[src/rtl/one_hot_to_bin_stream.sv]
// Streaming one-hot to binary decoder with a one-cycle registered, backpressured output.
// Malformed codes are flagged on the output and counted at accept time.
module one_hot_to_bin_stream #(
  parameter int ONE_HOT_W = 16,
  parameter int BIN_W     = 4,
  parameter int CNT_W     = 8
) (
  input  logic                 clk,
  input  logic                 reset,
  input  logic [ONE_HOT_W-1:0] one_hot_i,
  input  logic                 valid_i,
  output logic                 ready_o,
  output logic [BIN_W-1:0]     bin_o,
  output logic                 err_o,
  output logic                 valid_o,
  input  logic                 ready_i,
  output logic [CNT_W-1:0]     err_cnt_o,
  input  logic                 clr_cnt_i
);

  logic                 r_vld;
  logic [BIN_W-1:0]     r_bin;
  logic                 r_err;
  logic [CNT_W-1:0]     r_cnt;

  logic                 w_rdy;
  logic                 w_accept;
  logic [BIN_W-1:0]     w_bin;
  logic                 w_zero;
  logic                 w_multi;
  logic                 w_err;
  logic                 w_cnt_max;

  assign w_rdy    = !r_vld || ready_i;
  assign w_accept = valid_i && w_rdy;

  // Descending scan: the last hit written is the lowest set bit.
  always_comb begin
    w_bin = '0;
    for (int i = ONE_HOT_W - 1; i >= 0; i--) begin
      if (one_hot_i[i]) begin
        w_bin = BIN_W'(i);
      end
    end
  end

  // Clearing the lowest set bit leaves something only if two or more were set.
  assign w_zero    = ~|one_hot_i;
  assign w_multi   = |(one_hot_i & (one_hot_i - ONE_HOT_W'(1)));
  assign w_err     = w_zero || w_multi;
  assign w_cnt_max = &r_cnt;

  always_ff @(posedge clk or posedge reset) begin
    if (reset) begin
      r_vld <= 1'b0;
      r_bin <= '0;
      r_err <= 1'b0;
    end else if (w_accept) begin
      r_vld <= 1'b1;
      r_bin <= w_bin;
      r_err <= w_err;
    end else if (ready_i) begin
      r_vld <= 1'b0;
    end
  end

  always_ff @(posedge clk or posedge reset) begin
    if (reset) begin
      r_cnt <= '0;
    end else if (clr_cnt_i) begin
      r_cnt <= '0;
    end else if (w_accept && w_err && !w_cnt_max) begin
      r_cnt <= r_cnt + CNT_W'(1);
    end
  end

  assign ready_o   = w_rdy;
  assign valid_o   = r_vld;
  assign bin_o     = r_bin;
  assign err_o     = r_err;
  assign err_cnt_o = r_cnt;

endmodule

[config.mk]
export PLATFORM = sky130hd
export DESIGN_NAME = one_hot_to_bin_stream
export DESIGN_NICKNAME = d
export VERILOG_FILES = /design/src/rtl/one_hot_to_bin_stream.sv
export SDC_FILE = /design/constraint.sdc
export NUM_CORES = 1
export LEC_CHECK = 0
export ABC_AREA = 1
export CORE_MARGIN = 2
export CORE_UTILIZATION = 30
export CTS_CLUSTER_DIAMETER = 100
export DETAILED_ROUTE_END_ITERATION = 10
export SLEW_MARGIN = 20
export SYNTH_ARGS = -nofsm -noshare
export SYNTH_HDL_FRONTEND = slang
export SYNTH_SLANG_ARGS = --single-unit
[constraint.sdc]
create_clock -name clk -period 2.14 [get_ports clk]
set_clock_uncertainty 0.2 [all_clocks]
set_input_delay 0.535 -clock clk [delete_from_list [all_inputs] [get_ports clk]]
set_output_delay 0.535 -clock clk [all_outputs]
set_load 0.01 [all_outputs]
==> results.cfg, run 1 <==
[sta]
grt_setup_unrepaired = no
report.final.setup_viol = 0
period_minus_slack_ns = 2.08
timing.final.hold_violations = 0
timing.max_slew.rel_slack = 0.651
number_of_pins_with_negative_max_slew_slack_in_the_final_report = 0
finalWorstSetupSlack_ns = 0.0617
timing.fmax_ghz = 0.481
layout_worst_path_cycle_share = 0.971
max_slew.worst_pin.slew_ns = 0.522

[clocking]
numCtsBuffers = 3
path_clk_slew_ns = 0.06
clock_tree.buffer_depth = 2
cts_htree_levels = 1
clkLatencyLatePin_ns = 0.24
cts.sinks = 14
tritoncts_clock_tree = built
cts_root_buffer = clkbuf_8

[cells_and_area]
final_net_count = 264
post_route_cells_drive_above_1_share = 0.232
syn2layout_area_growth_pct = 63.4
antenna_cells_inserted = 0

[floorplanning]
io-pin-count = 36
die-width_um = 65.3
rows = 22
fp.dieH_um = 65.3
floorplan.core_area_um2 = 3630
floorplan.die_area_um2 = 4260
start_util = 0.310

[global_route]
number_of_global_route_vias_before_repair = 1141
globalRouteTotalUtil = 0.145
gr-total-overflow = 0
antenna_found_initial = 0
maximum_number_of_pins_on_one_net_before_global_route_repair = 15
wire_length_of_the_first_global_routing_pass_um = 4940

[worst_setup_path]
cp_slowest_cell = clkdlybuf4s50_1
worst_ep_required_time_ns = 1.40
critPathTopFamily = buffers and inverters
critical_path.n_buffers_inverters = 3
ordered_list_of_cells_on_the_worst_path = clkdlybuf4s50_1 > inv_1 > nand2_1 > dlygate4sd2_1
critPathLaunchType = input port
worst-r2r-setup-slack_ns = 0.35
timing.critical_path.arrival_ns = 1.34
crit_fanout = 2
end_kind = primary output
timing.critical_path.slowest_cell_delay_ns = 0.45
critPathKind = in -> out

[synth]
number_of_enable_flip_flop_cells_after_synthesis = 0
synthCells = 174
synthesis.area_um2 = 1130
yosys-top-cells-area = dfrtp_1 31%, nand2_1 22%, inv_1 6.3%
post-synth-top-count-cell = nand2_1
yosysTopAreaCell = dfrtp_1
synth_top_flop_cell = dfrtp_1
yosys.cell_types.count = 27
ys_top_cells_by_count = 66 x nand2_1, 19 x inv_1, 18 x nor2_1
avgSynthCellArea_um2 = 6.47
synth.yosys.seq_area_share = 0.311
ys.warnings.count = 0
synth.ff_latch_count = 14
post-synth-top-area-fraction = 0.311
async_reset_ff_frac = 1.00
synth.net_count = 196

[job]
max_cap_viols = 0

[detailed_routing]
viasPerCell = 4.30
route.vias.total = 1242
drt-wirelength-per-cell_um = 9.91
post-route-drc-count = 0
detailedRoute.firstPassIterationCount = 4
finalWirelength_um = 2870
drtAntennaViolNets = 0
drt-initial-drc-count = 34

[min_path]
holdCritPathClass = reg -> reg

[placement]
detailed_place_hpwl_um = 2290
routabilityCongestion = 0.775
post_place_worst_slack_ns = -0.450
buffer_ports.inserted = 35

[pwr]
vdd.ir_drop.worst_v = 0.000185
p_per_area_nw_per_um2 = 431
fin_total_pwr_mw = 0.794
leakage_nw = 0.978

[status]
run_status = completed
==> layout by cell type, fill, tap and decap left out <==
| master | count |
|---|---|
| nor3_2 | 1 |
| xnor2_1 | 1 |
| clkbuf_8 | 4 |
| o21ai_1 | 2 |
| nand3_1 | 12 |
| nand2_4 | 2 |
| o21a_1 | 1 |
| a21oi_1 | 7 |
| nor2_8 | 1 |
| ha_1 | 1 |
| nor2_1 | 12 |
| clkdlybuf4s15_1 | 1 |
| a32o_1 | 1 |
| dfrtp_1 | 14 |
| o31ai_1 | 2 |
| inv_2 | 4 |
| nand3_4 | 1 |
| nand4_1 | 1 |
| inv_1 | 19 |
| dlymetal6s2s_1 | 3 |
| o21ai_0 | 2 |
| nand2_1 | 66 |
| nand2_2 | 2 |
| nor3_1 | 4 |
| xor2_1 | 3 |
| nand3_2 | 1 |
| buf_4 | 28 |
| a21boi_1 | 1 |
| nor3b_1 | 1 |
| dlygate4sd2_1 | 12 |
| clkdlybuf4s50_1 | 19 |
| nor2_4 | 5 |
| nor2_2 | 6 |
| buf_12 | 1 |
==> power breakdown <==
part	switching, mW	internal (mW)	leakage [nW]
clock	0.0898	0.163	0.0288
combinational	0.114	0.126	0.763
sequential	0.0185	0.283	0.186
total	0.223	0.571	0.978
==> sequential cells by signal (all words and copies together), names as in the netlist <==
name,cells
err_o,1
valid_o,1
err_cnt_o,8
bin_o,4
==> worst register-to-register path: stages, from the launching register on <==
cell and delay [ns]:
dfrtp_1 0.43, ha_1 0.20, nand2_1 0.07, nor3b_1 0.30, nand2_1 0.14, nand3_4 0.13, buf_12 0.12, nand3_1 0.07
nand2_1 0.07
==> kinds of logic (layout without fill, tap and decap cells) <==
| group | Yosys count | after routing | synth area share |
|---|---|---|---|
| and+or+nand+nor | 115 | 115 | 0.482 |
| buffers and inverters | 24 | 91 | 0.0800 |
| AOI/OAI and AO/OA | 16 | 16 | 0.0844 |
| DFF | 14 | 14 | 0.311 |
| xor gates and xnor gates | 4 | 4 | 0.0311 |
| adders and majority gates | 1 | 1 | 0.0111 |
==> final timing paths <==
path                              start           end  cells after the start
min in group asynchronous         reset      bin_o[1]                      2
hold / removal                 bin_o[0]      bin_o[0]                      2
max in group asynchronous         reset  err_cnt_o[0]                      2
setup / recovery                ready_i       ready_o                      4
setup reg to reg           err_cnt_o[0]  err_cnt_o[5]                      8
hold reg to reg                bin_o[0]      bin_o[0]                      2
==> final cells by class <==
type,instances,area [um2]
multi-input cells,136,716
fillers,390,1790
flip-flops and latches,14,350
inverters,23,86.3
clock buffers,4,55.1
repair buffers,64,573
well taps,48,60.1
==> layer usage <==
layer,vias to the layer above,GRT usage,part of all wire
met5,-,0,0
met4,0,0.0391,0
met3,0,0.0223,0.055
met2,31,0.217,0.43
met1,531,0.215,0.51
li1,680,-,-
==> through the flow <==
stage | cells | hold slack (ns) | area, um2 | utilization | setup TNS, ns
2_1_floorplan | 174 | 0.224 | 1130 | - | 0
3_3_place_gp | 280 | 0.264 | 1710 | 0.471 | -3.98
3_5_place_dp | 280 | 0.273 | 1710 | 0.471 | -4.09
4_1_cts | 287 | 0.288 | 1790 | 0.494 | 0
5_1_grt | 289 | 0.310 | 1840 | 0.507 | 0
6_report | 289 | 0.285 | 1840 | 0.507 | 0
==> repair_timing <==
item | in CTS | in global routing
hold buffers | 0 | 0
setup buffers | 3 | 2
pin swaps | 10 | 6
setup endpoints to repair | 9 | 9
gates resized for setup | 16 | 10
Note: power is estimated with default switching activity, not from simulation.
==> inputs of run 2 (changes only) <==
Settings changed: SLEW_MARGIN 20 to default.
==> results of run 2 <==
No change in the layout: final DEF, timing and power equal those of run 1.
==> variant 1, RTL diff (flow settings as in run 2) <==
Register the output `err_o` once more, cleared by the reset; this adds one clock of latency there. The other outputs are not delayed to match.
--- a/src/rtl/one_hot_to_bin_stream.sv
+++ b/src/rtl/one_hot_to_bin_stream.sv
@@ -77,7 +77,13 @@
   assign ready_o   = w_rdy;
   assign valid_o   = r_vld;
   assign bin_o     = r_bin;
-  assign err_o     = r_err;
+  always_ff @(posedge clk or posedge reset) begin
+    if (reset) begin
+      err_o <= '0;
+    end else begin
+      err_o <= r_err;
+    end
+  end
   assign err_cnt_o = r_cnt;
 
 endmodule
Check against the original RTL: not equivalent (a bounded check fails within 4 cycles, from zero or initial values and one cycle with reset high).
==> variant 1 against run 2 <==
  * Sequential power is 7.0% higher
  * Count of clock-buffer cells in the layout is 1 lower
  * Global-route usage is 0.81 points higher
  * Power is 1.6% higher
  * Non-clock buffer count is 2 higher
  * Wire length is 1.2% higher
  * Synthesized area is 2.0% lower
  * Sequential cell count is 1 higher
  * Setup slack worse by 0.0040 ns
  * Final area is 1.9% higher
  * Largest power group unchanged
==> variant 1: results (changes against run 2) <==
- Outcome: finished, final reports clean
- DR vias: 1286 (+3.5%)
- Routed WL: 2.90 mm (+1.2%)
- Later-pin clock latency in the skew report: 0.25 ns
- WP data arrival: 1.35 ns
- Post-DP HPWL: 2.24 mm (-2.2%)
- Max-slew headroom: 0.633 (-0.0187)
- DR iter-0 viols: 58 (+71%)
- Syn Inst Count: 168 (-3.4%)
- Post-DP Area: 1700 sq um (-0.95%)
- PD cells: 430 nW/um^2 (-0.29%)
- Peak VDD IR: 0.232 mV (+25%)
- GRT Util Overall: 0.153 (+0.00810)
- Nets: 261 (-1.1%)
- Top post-synthesis cells by area: dfrtp_1 34%, nand2_1 19%, nor2_1 8.8%, nand3_1 6.3%, inv_1 5.8%
- Ys async rst share: 1.00 (unchanged)
- Filler cell count: 348 (-11%)
- Max-cap violation count: 0 (unchanged)
- Vias in the first global route: 1215 (+6.5%)
- Share of layout cells above drive strength 1: 0.298 (+0.0660)
- Largest net degree at the start of global routing: 16 (+1)
- Synth top cells by count: 55 x nand2_1, 26 x nor2_1, 17 x inv_1
- Sequential-to-total area share from yosys stat: 0.340 (+0.0290)
- Post-Layout Cell Count: 286 (-1.0%)
- Leakage power: 0.980 nW (+0.18%)
- DP Cell Count: 275 (-1.8%)
- Syn_nets: 190 (-3.1%)
- Global-route wire length before repair: 5.13 mm (+3.9%)
- Final GP Congestion: 0.840 (+8.3%)
- Hold Path Origin: r_err$_DFFE_PP0P_
[variant 1: logic make-up (layout without fill, tap and decap cells)]
group	Yosys count	in the layout	share of synthesized area
compound gates	15	15	0.0850
buf+inv	22	91	0.0760
simple gates	110	111	0.448
xor+xnor	5	5	0.0397
flops	15	15	0.340
fa+ha+maj	1	1	0.0113
[variant 1: worst paths after layout]
kind	cells after the start	to	slack, ns
max in group asynchronous	2	bin_o[0]$_DFFE_PP0P_	0.94
min in group asynchronous	2	err_cnt_o[2]$_DFFE_PP0P_	0.43
max reg2reg	8	err_cnt_o[7]$_DFFE_PP0P_	0.32
max	4	ready_o	0.06
min	0	err_o$_DFF_PP0_	0.19
min reg2reg	0	err_o$_DFF_PP0_	0.19
[variant 1: what timing repair did]
item | 4_1_cts | 5_1_grt
setup buffers | 4 | 2
hold buffers | 0 | 0
gates cloned | 1 | 0
endpoints found under the setup margin | 9 | 8
gates resized for setup | 21 | 28
pin swaps | 18 | 17
[variant 1: stage by stage]
step	setup WS [ns]	TNS (ns)
global placement	-0.355	-3.23
CTS	0.00265	0
detailed placement	-0.377	-3.42
global route	-0.00671	-0.0131
finish	0.0577	0
floorplan	0.286	0
[variant 1: cell type report]
class | instances | area, sq um | area share
well taps | 48 | 60.1 | 0.0320
clock inverters | 1 | 7.51 | 0.00400
inverters | 21 | 78.8 | 0.0420
clock buffers | 3 | 41.3 | 0.0220
flip-flops and latches | 15 | 375 | 0.200
multi-input cells | 132 | 726 | 0.387
repair buffers | 66 | 587 | 0.313
[variant 1: worst max-delay path, delay by kind of cell]
family	cells	cell delay, ns
and+or+nand+nor	1	0.06
buffers and inverters	3	0.75
[variant 1: layer usage]
metal / up-vias / global-route usage / part of all wire
met5: - / 0 / 0
met4: 0 / 0.0426 / 0.0066
met3: 2 / 0.0243 / 0.041
met2: 35 / 0.258 / 0.49
met1: 571 / 0.202 / 0.47
li1: 678 / - / -
[variant 1: power breakdown]
| part | leakage, nW | switching [W] | internal, W |
|---|---|---|---|
| registers | 0.197 | 0.0000180 | 0.000304 |
| clock network | 0.0217 | 0.000106 | 0.000131 |
| logic | 0.761 | 0.000120 | 0.000128 |
==> variant 2, RTL diff (config.mk and constraints of run 2) <==
Made on the original files. `BIN_W`: 4 -> 5.
--- a/src/rtl/one_hot_to_bin_stream.sv
+++ b/src/rtl/one_hot_to_bin_stream.sv
@@ -2,7 +2,7 @@
 // Malformed codes are flagged on the output and counted at accept time.
 module one_hot_to_bin_stream #(
   parameter int ONE_HOT_W = 16,
-  parameter int BIN_W     = 4,
+  parameter int BIN_W     = 5,
   parameter int CNT_W     = 8
 ) (
   input  logic                 clk,
Interface: changed (resized bin_o); port bits go from 36 to 37. The function was not compared with the original's and may differ.
==> variant 2 against run 2 <==
  * Fmax is 1.1% lower
  * Via count increased by 3.5%
  * Power is 7.0% lower
  * Combinational power is 2% lower
  * Wire length rose by 5.4%
  * Highest routed layer is now met4
  * Critical path depth stayed put
  * Die area grew 2.8%
  * Worst hold slack better by 0.0054 ns
  * Critical path type unchanged
  * Critical endpoint unchanged
  * Count of clock-buffer cells in the layout decreased by 1
  * Sequential cell count stayed put
  * Final area increased by 0.68%
  * Setup slack worse by 0.024 ns
  * Synthesized area is 3.0% higher
==> variant 2: results (changes against run 2) <==
- Outcome: finished, final reports clean
- Top post-synthesis cells by area: dfrtp_1 30%, nand2_1 19%, inv_1 6.5%, nor2_1 5.5%, nand3_1 5.2%
- Syn_nets: 198 (+1.0%)
- Sequential-to-total area share from yosys stat: 0.302 (-0.00906)
- Ys async rst share: 1.00 (unchanged)
- P_int: 0.000522 W (-8.6%)
- Slowest CP cell: clkdlybuf4s50_1
- Worst R2R Start: err_cnt_o[0]$_DFFE_PP0P_
- Crit path from: ready_i
- CTS Buffer Depth: 2 (unchanged)
- EDFF count, synth: 0 (unchanged)
- Post-DP Area: 1750 sq um (+2.3%)
- Routed WL: 3.02 mm (+5.4%)
- DR iter-0 viols: 51 (+50%)
- Avg Vias per Cell: 4.40 (+2.5%)
- Global-route wire length before repair: 5.06 mm (+2.5%)
- HP Class: flop to flop
- WP data arrival: 1.37 ns (+0.03 ns)
- Nets: 268 (+1.5%)
- Slew @ Worst Pin: 0.524 ns (+0.00209 ns)
- Synth cell types: 33 (+22%)
- Vias in the first global route: 1215 (+6.5%)
- CTS Buf Count: 3 (unchanged)
- First drt pass iteration count: 4 (unchanged)
- IO Port Bufs: 35 (unchanged)
- Max incr delay on CP: 0.45 ns (about the same)
- Ant diodes: 0 (unchanged)
- Syn. warnings: 0 (unchanged)
- Largest net degree at the start of global routing: 15 (unchanged)
- H-tree depth: 1 (unchanged)
- Post-Layout Cell Count: 292 (+1.0%)
- GRT Util Overall: 0.146 (+0.00145)
- Leakage power: 0.967 nW (-1.1%)
- Peak VDD IR: 0.251 mV (+36%)
- Synth top cells by count: 60 x nand2_1, 20 x inv_1, 17 x nor2_1
- Post-DP HPWL: 2.37 mm (+3.3%)
- Later-pin clock latency in the skew report: 0.24 ns (about the same)
- Root buffer cell: clkbuf_8
- DP Cell Count: 283 (+1.1%)
- Syn Inst Count: 176 (+1.1%)
- Share of layout cells above drive strength 1: 0.320 (+0.0873)
- Hold Path Origin: bin_o[0]$_DFFE_PP0P_
- Max FO, Critical Path: 2 (unchanged)
- Final GP Congestion: 0.919 (+19%)
[variant 2: final timing paths]
check                      depth (start not counted)                        to  slack (ns)
hold reg to reg                                    2      bin_o[0]$_DFFE_PP0P_        0.29
max in group asynchronous                          2      bin_o[1]$_DFFE_PP0P_        0.96
min in group asynchronous                          2  err_cnt_o[5]$_DFFE_PP0P_        0.43
setup reg to reg                                   9  err_cnt_o[7]$_DFFE_PP0P_        0.25
hold / removal                                     2      bin_o[0]$_DFFE_PP0P_        0.29
setup / recovery                                   4                   ready_o        0.04
[variant 2: kinds of logic after synthesis]
group	synth area share
AOI/OAI and AO/OA	0.0885
xor gates and xnor gates	0.0378
adders and majority gates	0.0108
buffers and inverters	0.0820
DFF	0.302
other	0.00323
and+or+nand+nor	0.476
[variant 2: metrics by stage]
stage,setup slack [ns],TNS [ns]
6_report,0.0377,0
5_1_grt,0.000818,0
4_1_cts,0.00505,0
3_5_place_dp,-0.449,-4.11
3_3_place_gp,-0.466,-4.26
2_1_floorplan,0.250,0
[variant 2: per-layer routing]
layer,part of all wire,track usage
met1,0.50,0.197
met2,0.45,0.231
met3,0.046,0.0460
met4,0.0040,0.0255
met5,0,0
[variant 2: worst max-delay path: cells and delay by family]
family	cells	cell delay, ns
buffers and inverters	3	0.76
and+or+nand+nor	1	0.07
[variant 2: cell type report]
cell class | count | area (sq um)
multi-input combinational | 139 | 772
tap | 48 | 60.1
fill | 383 | 1840
clock buffer | 3 | 41.3
inverter | 22 | 82.6
sequential | 14 | 350
timing repair buffer | 66 | 547
[variant 2: power groups by stage]
stage	Sequential (W)	Clock, W	Combinational, W
after floorplan	0.000304	0	0.0000894
final	0.000295	0.000209	0.000235
after global routing	0.000297	0.000229	0.000260
after CTS	0.000295	0.000215	0.000229
after global placement	0.000299	0	0.000231
after detailed placement	0.000299	0	0.000231
[variant 2: what timing repair did]
item                                    in CTS  in global routing
cloned                                       1                  0
pin swaps                                    8                 15
buffers inserted                             3                  2
hold buffers                                 0                  0
resized for setup                           16                 38
endpoints found under the setup margin       9                 10
